File: src/rtl/seq_ctx_sched.sv
// Time-multiplexed 4-state Mealy sequence engine shared by NCH bit streams.
// Round-robin grant per cycle, per-channel saved context, registered tagged result.
module seq_ctx_sched #(
    parameter int unsigned NCH = 4,
    parameter int unsigned CW  = 2
) (
    input  logic             clk,
    input  logic             rst_n,
    input  logic [NCH-1:0]   ch_valid,
    input  logic [NCH-1:0]   ch_bit,
    output logic [NCH-1:0]   ch_ready,
    input  logic [NCH-1:0]   ch_clr,
    output logic             out_valid,
    input  logic             out_ready,
    output logic [CW-1:0]    out_ch,
    output logic             out_y,
    output logic [2*NCH-1:0] ctx_state
);

    typedef enum logic [1:0] {
        S0 = 2'd0,
        S1 = 2'd1,
        S2 = 2'd2,
        S3 = 2'd3
    } eng_state_t;

    eng_state_t        ctx_q [NCH];
    eng_state_t        ctx_d [NCH];
    logic [CW-1:0]     ptr_q;
    logic [CW-1:0]     ptr_d;
    logic              out_valid_d;
    logic [CW-1:0]     out_ch_d;
    logic              out_y_d;

    logic              free;
    logic [NCH-1:0]    eligible;
    logic              gnt_any;
    logic [CW-1:0]     gnt_idx;
    logic [CW-1:0]     idx;

    eng_state_t        cur_state;
    eng_state_t        nxt_state;
    logic              cur_c;
    logic              cur_y;

    // Round-robin search starting just after the last granted channel.
    // A channel being cleared this cycle is never eligible.
    always_comb begin
        free     = !out_valid || out_ready;
        eligible = ch_valid & ~ch_clr;
        gnt_any  = 1'b0;
        gnt_idx  = '0;
        idx      = '0;
        for (int unsigned k = 1; k <= NCH; k++) begin
            idx = CW'((32'(ptr_q) + k) % NCH);
            if (!gnt_any && free && eligible[idx]) begin
                gnt_any = 1'b1;
                gnt_idx = idx;
            end
        end
    end

    always_comb begin
        ch_ready = '0;
        if (gnt_any) begin
            ch_ready[gnt_idx] = 1'b1;
        end
    end

    // Mealy transition for the granted channel's saved context.
    always_comb begin
        cur_state = ctx_q[gnt_idx];
        cur_c     = ch_bit[gnt_idx];
        nxt_state = cur_state;
        cur_y     = 1'b0;
        case (cur_state)
            S0: begin
                nxt_state = cur_c ? S1 : S0;
                cur_y     = 1'b0;
            end
            S1: begin
                nxt_state = cur_c ? S1 : S3;
                cur_y     = 1'b0;
            end
            S3: begin
                nxt_state = cur_c ? S2 : S3;
                cur_y     = 1'b1;
            end
            S2: begin
                nxt_state = cur_c ? S2 : S0;
                cur_y     = cur_c;
            end
            default: begin
                nxt_state = S0;
                cur_y     = 1'b0;
            end
        endcase
    end

    // Context write-back: clear wins over a step for the same channel.
    always_comb begin
        for (int unsigned i = 0; i < NCH; i++) begin
            ctx_d[i] = ctx_q[i];
            if (ch_clr[i]) begin
                ctx_d[i] = S0;
            end else if (gnt_any && (gnt_idx == CW'(i))) begin
                ctx_d[i] = nxt_state;
            end
        end
    end

    // Result slot: load on grant, hold under backpressure, drain on accept.
    always_comb begin
        ptr_d       = ptr_q;
        out_valid_d = out_valid && !out_ready;
        out_ch_d    = out_ch;
        out_y_d     = out_y;
        if (gnt_any) begin
            ptr_d       = gnt_idx;
            out_valid_d = 1'b1;
            out_ch_d    = gnt_idx;
            out_y_d     = cur_y;
        end
    end

    always_comb begin
        ctx_state = '0;
        for (int unsigned i = 0; i < NCH; i++) begin
            ctx_state[2*i +: 2] = ctx_q[i];
        end
    end

    always_ff @(posedge clk) begin
        if (!rst_n) begin
            for (int unsigned i = 0; i < NCH; i++) begin
                ctx_q[i] <= S0;
            end
            ptr_q     <= CW'(NCH - 1);
            out_valid <= 1'b0;
            out_ch    <= '0;
            out_y     <= 1'b0;
        end else begin
            for (int unsigned i = 0; i < NCH; i++) begin
                ctx_q[i] <= ctx_d[i];
            end
            ptr_q     <= ptr_d;
            out_valid <= out_valid_d;
            out_ch    <= out_ch_d;
            out_y     <= out_y_d;
        end
    end

endmodule
File: config.mk
export PLATFORM = sky130hd
export DESIGN_NAME = seq_ctx_sched
export DESIGN_NICKNAME = d
export VERILOG_FILES = /design/src/rtl/seq_ctx_sched.sv
export SDC_FILE = /design/constraint.sdc
export NUM_CORES = 1
export LEC_CHECK = 0
export ABC_AREA = 1
export BUFFER_PORTS_ARGS = -buffer_cell sky130_fd_sc_hd__buf_2
export CAP_MARGIN = 20
export CORE_MARGIN = 1
export CORE_UTILIZATION = 40
export CTS_BUF_LIST = sky130_fd_sc_hd__clkbuf_4 sky130_fd_sc_hd__clkbuf_8 sky130_fd_sc_hd__clkbuf_16
export CTS_CLUSTER_DIAMETER = 30
export CTS_CLUSTER_SIZE = 10
export DETAILED_ROUTE_END_ITERATION = 8
export GPL_TIMING_DRIVEN = 1
export PLACE_DENSITY_LB_ADDON = 0.2
export SLEW_MARGIN = 10
export SYNTH_ARGS = -nofsm -noshare
export SYNTH_HDL_FRONTEND = slang
export SYNTH_SLANG_ARGS = --single-unit
File: constraint.sdc
create_clock -name clk -period 1.75 [get_ports clk]
set_input_delay 0.175 -clock clk [delete_from_list [all_inputs] [get_ports clk]]
set_output_delay 0.175 -clock clk [all_outputs]
set_load 0.01 [all_outputs]
==> reports/results.txt, run 1 <==
Slew headroom - 81.9%
Fin crit share - 124%
Crit-path cells - inv_12, nand2_4, nand2_4, nand3_4, nand2_4, nor2_8, nand3_4, nand3_4, nand2_4, nand2_8, clkinv_8, nand2_4, inv_4, buf_6
Avg Cell Area, Syn - 6.41 um^2
CP peak stage delay - 0.47 ns
CP max FO - 8
Syn Inst Count - 198
Die area - 3400 um^2
GRT overflow - 0
CTS tree - done
DRT Pass-1 Iters - 6
WP buf/inv - 4
Slew Limit Fails - 0
Post-Place Cells - 291
Worst-path clk slew - 0.11 ns
Crit path time final - 2.17 ns
Finished Core Util - 69.4%
Seq/Total Area, Yosys - 22.1%
Largest net degree at the start of global routing - 10
Failing checks - setup timing
Vias in the first global route - 1372
Crit. End Element - output pin
# setup viols final - 17
RSZ-0062 raised after global routing - true
Number of failing hold endpoints at the final stage - 0
CTS Hold Bufs - 0
Max Clk Rate - 460 MHz
Post-Layout Cell Count - 308
Clock sinks - 14
Max-Cap Viols - 0
Starting Density - 41.9%
Crit-path most repeated cell - nand2_4
GRT Total Usage - 23.5%
Ys Warns - 0
First-pass GRT wire length - 6.04 mm
NumNets Final - 280
Post-route DRC - 0
Clock skew - 0.0152 ns
Area growth syn-to-layout - 65.5%
Clock Path Buffers - 2
Synth top area share - 22.1%
Slew @ Worst Pin - 0.270 ns
Syn_nets - 213
Ports - 31
Placed Area - 1720 um^2
WP data arrival - 2.00 ns
Req. time, crit path - 1.57 ns
DR vias/cell - 4.92
Most frequent cells in the layout - 35 x nand2_1, 33 x buf_4, 28 x inv_1, 26 x buf_2, 21 x nand3_1
Post-route cell area - 2100 um^2
Root Driver - clkbuf_4
Clk_lat worst skew - 0.30 ns
Crit path max-delay family - simple AND/OR/NAND/NOR gates
Worst Slack Setup Final - -0.425 ns
Antenna Violating Nets Remaining - 0
#FFs+latches synth - 14
CORE AREA - 3030 um^2
Commonest non-fill, non-tap cell in the layout - nand2_1
Most area-hungry cell type in the Yosys netlist - dfxtp_1
1st-iter DRT viols - 55
Status - complete, but fails checks
Crit path max-delay cell type - dfxtp_4
Height of the die - 58.3 um
Detailed Route WL - 4.10 mm
Hpwl dp - 2.64 mm
Layout cells sized above 1 - 56.8%
Std cell rows - 20
Initial antenna violation count - 0
Startpoint class of the critical path - flop
TritonCTS buffer count - 3
Total number of vias - 1516
Critical path class - reg2out
Synth unique cells - 20
Global placement routability congestion - 0.816
H-tree Lvls - 1
Synth Cell Area - 1270 um^2
Largest cells by area after synthesis - dfxtp_1 22%, nand3_1 15%, nand2_1 14%, nand3_2 9.5%, inv_1 9.2%
Avg WL per Cell - 13.3 um
Die W - 58.3 um
Port bufs - 30
Hold Crit Class - in2reg
# diodes - 0
==> kinds of logic (layout without fill, tap and decap cells) <==
kind of cell	after synthesis	in the layout	share of synthesized area, %
AO/OA/AOI/OAI	10	10	4.83
buffers and inverters	39	105	12.5
flip-flops	14	14	22.1
AND/OR/NAND/NOR	135	135	60.6
==> cells in the mapped netlist, drive strengths merged <==
master  number
a21oi        7
buf          1
clkbuf       1
dfxtp       14
inv         37
nand2       69
nand3       50
nand4        3
nor2        13
o211ai       3
==> layout make-up <==
| class | instances | area (um^2) |
|---|---|---|
| Timing Repair Buffer | 64 | 434 |
| Sequential cell | 14 | 288 |
| Fill cell | 241 | 926 |
| Multi-Input combinational cell | 145 | 1110 |
| Inverter | 37 | 174 |
| Tap cell | 44 | 55.1 |
| Clock buffer | 4 | 36.3 |
==> worst register-to-register path: cells and delay by family, from the launching register on <==
family / cells / cell delay (ns)
simple gates: 14 / 1.27
buf+inv: 4 / 0.32
flops: 1 / 0.47
==> worst paths after layout <==
path	start	endpoint	slack, ns	cells past startpoint
setup reg to reg	ptr_q[0]	ctx_q[1][0]	-0.42	18
hold / removal	rst_n	ptr_q[1]	0.16	2
hold reg to reg	out_y	out_y	0.48	2
setup / recovery	ptr_q[0]	ch_ready[1]	-0.42	14
==> flip-flops by register name (all words and copies together), names as in the netlist <==
| name | cells |
|---|---|
| ctx_q | 8 |
| out_ch | 2 |
| out_valid | 1 |
| out_y | 1 |
| ptr_q | 2 |
==> metal layers <==
| layer | vias to the layer above | global-route usage (%) | part of all wire [%] |
|---|---|---|---|
| li1 | 765 | - | - |
| met1 | 691 | 30.3 | 42 |
| met3 | 6 | 5.05 | 5.6 |
| met2 | 54 | 39.9 | 51 |
| met5 | - | 0 | 0 |
| met4 | 0 | 6.12 | 1.3 |
==> stage by stage <==
| step | worst slack, ns | TNS (ns) | hold WS (ns) |
|---|---|---|---|
| finish | -0.425 | -5.59 | 0.161 |
| global route | -0.514 | -7.39 | 0.169 |
| CTS | -0.373 | -4.17 | 0.166 |
| detailed placement | -0.274 | -3.07 | 0.469 |
| global placement | -0.237 | -2.90 | 0.471 |
| floorplan | -0.0385 | -0.322 | 0.441 |
==> timing repair <==
item / CTS / global route
setup endpoints to repair: 18 / 18
cloned: 0 / 0
pin swaps: 16 / 19
setup buffers: 7 / 7
resized for setup: 35 / 25
endpoints found under the hold margin: 0 / 0
Power of run 1 is not shown: default switching activity piles up to over one toggle a cycle in this logic, so the estimate is an artifact.
==> inputs of run 2 (changes only) <==
--- a/config.mk
+++ b/config.mk
@@ -15,7 +15,7 @@
 export CTS_CLUSTER_SIZE = 10
 export DETAILED_ROUTE_END_ITERATION = 8
 export GPL_TIMING_DRIVEN = 1
-export PLACE_DENSITY_LB_ADDON = 0.2
+export PLACE_DENSITY = 0.65
 export SLEW_MARGIN = 10
 export SYNTH_ARGS = -nofsm -noshare
 export SYNTH_HDL_FRONTEND = slang
==> reports/results.txt, run 2 (same netlist as run 1, synthesis figures left out) <==
Finished Core Util - 79.7% (was 69.4%)
Post-Layout Cell Count - 317 (was 308)
Clock sinks - 14 (unchanged)
Post-route DRC - 0 (unchanged)
Std cell rows - 20 (unchanged)
Hold path start - rst_n (unchanged)
Starting Density - 41.9% (unchanged)
RSZ-0062 raised after global routing - true (unchanged)
Max-Cap Viols - 0 (unchanged)
DRT Pass-1 Iters - 4 (was 6)
Req. time, crit path - 1.57 ns (about the same)
Cells on Worst Hold Path - 2 (unchanged)
Slew Limit Fails - 0 (unchanged)
1st-iter DRT viols - 60 (was 55)
Detailed Route WL - 4.67 mm (was 4.10 mm)
FF-to-FF Start - ptr_q[0] (unchanged)
# setup viols final - 18 (was 17)
Avg WL per Cell - 14.7 um (was 13.3 um)
Port bufs - 30 (unchanged)
Reg2Reg Depth - 19 (was 18)
DR vias/cell - 5.21 (was 4.92)
Slew headroom - 79.8% (was 81.9%)
Area growth syn-to-layout - 90.0% (was 65.5%)
CORE AREA - 3030 um^2 (unchanged)
First-pass GRT wire length - 6.53 mm (was 6.04 mm)
Max Clk Rate - 453 MHz (was 460 MHz)
Fin crit share - 126% (was 124%)
Antenna Violating Nets Remaining - 0 (unchanged)
Clk_lat worst skew - 0.29 ns (was 0.30 ns)
Vias in the first global route - 1487 (was 1372)
# diodes - 0 (unchanged)
GRT Total Usage - 24.6% (was 23.5%)
Startpoint class of the critical path - flop (unchanged)
Clock skew - 0.00650 ns (was 0.0152 ns)
Largest net degree at the start of global routing - 10 (unchanged)
Top flop regs - ctx_q x8, out_ch x2, ptr_q x2 (unchanged)
H-tree Lvls - 1 (unchanged)
Worst Slack Setup Final - -0.455 ns (was -0.425 ns)
CTS tree - done (unchanged)
TritonCTS buffer count - 3 (unchanged)
Initial antenna violation count - 0 (unchanged)
WP data arrival - 2.03 ns (was 2.00 ns)
Critical path class - reg2out (unchanged)
Most frequent cells in the layout - 29 x buf_4, 28 x nand2_1, 27 x inv_1, 26 x buf_2 (was 35 x nand2_1, 33 x buf_4, 28 x inv_1, 26 x buf_2, 21 x nand3_1)
Total number of vias - 1650 (was 1516)
Global placement routability congestion - 0.824 (was 0.816)
GRT overflow - 0 (unchanged)
NumNets Final - 289 (was 280)
Post-Place Cells - 291 (unchanged)
Crit. End Element - output pin (unchanged)
Top reg by flops - ctx_q (unchanged)
Crit path time final - 2.21 ns (was 2.17 ns)
Root Driver - clkbuf_4 (unchanged)
Hold Crit Class - in2reg (unchanged)
Die area - 3400 um^2 (unchanged)
Hold endpoint - ptr_q[1] (unchanged)
Slew @ Worst Pin - 0.302 ns (was 0.270 ns)
Hpwl dp - 2.59 mm (was 2.64 mm)
Worst-path clk slew - 0.09 ns (was 0.11 ns)
Layout cells sized above 1 - 65.9% (was 56.8%)
Reg2Reg Capture Point - ctx_q[2][0] (was ctx_q[1][0])
Ports - 31 (unchanged)
Commonest non-fill, non-tap cell in the layout - buf_4 (was nand2_1)
Die W - 58.3 um (unchanged)
Clock Path Buffers - 2 (unchanged)
Fill cell count - 190 (was 241)
Reg-to-reg setup timing slack - -0.39 ns (was -0.42 ns)
Height of the die - 58.3 um (unchanged)
Failing checks - setup timing (unchanged)
Status - complete, but fails checks (unchanged)
Number of failing hold endpoints at the final stage - 0 (unchanged)
CP max FO - 8 (unchanged)
Max reg flops - 8 (unchanged)
run 2: cell types whose count changed in the layout (fill, tap and decap cells not counted), sizes merged:
cell and change:
buf +7, nand2 +2, clkinv -1, inv +1
run 2: final cells by class:
type	instances	area [um^2]	share of cell area [%]
Tap cell	44	55.1	2.28
Inverter	37	171	7.11
Clock buffer	4	36.3	1.50
Timing Repair Buffer	71	541	22.4
Sequential cell	14	285	11.8
Multi-Input combinational cell	147	1320	54.9
run 2: repair_timing:
action                                  in CTS  in global routing
pin swaps                                   32                 34
hold buffers                                 0                  0
buffers inserted                            13                  9
cloned                                       0                  2
endpoints found under the hold margin        0                  0
resized for setup                           57                 53
endpoints found under the setup margin      16                 18
run 2: per-stage QoR:
| stage | setup WS, ns | hold slack, ns | setup TNS, ns | instance area [um^2] |
|---|---|---|---|---|
| finish | -0.455 | 0.184 | -5.61 | 2410 |
| global route | -0.537 | 0.206 | -7.51 | 2410 |
| CTS | -0.400 | 0.161 | -4.66 | 2090 |
| detailed placement | -0.255 | 0.466 | -2.92 | 1720 |
| global placement | -0.235 | 0.463 | -2.76 | 1720 |
| floorplan | -0.0385 | 0.441 | -0.322 | 1360 |
run 2: per-layer routing:
layer  wire (um)  GRT usage, %  vias to the layer above
met5           0             0                        -
met4         141          9.86                        0
met3         156          1.10                       17
met2        2430          42.4                       49
met1        1940          32.5                      793
li1            -             -                      791
run 2: worst max-delay path by stage:
| stage | start | end | slack [ns] |
|---|---|---|---|
| floorplan | ptr_q[0] | ctx_q[0][0] | -0.04 |
| global placement | ptr_q[0] | ctx_q[2][1] | -0.23 |
| detailed placement | ptr_q[0] | ctx_q[2][1] | -0.25 |
| CTS | ptr_q[0] | ch_ready[3] | -0.40 |
| global route | ptr_q[0] | ch_ready[3] | -0.54 |
| finish | ptr_q[0] | ch_ready[3] | -0.46 |
run 2: critical path, stage by stage, from the launching register on:
cell	delay, ns
dfxtp_2	0.34
buf_12	0.15
inv_12	0.08
nand3_4	0.09
nand3_4	0.09
nand2_1	0.07
nor2_2	0.17
nand2_1	0.09
nand2_2	0.09
buf_4	0.12
nand2_4	0.08
nand2_4	0.12
nand2_4	0.07
inv_2	0.08
buf_6	0.10
Power of run 2 is left out for the same reason.
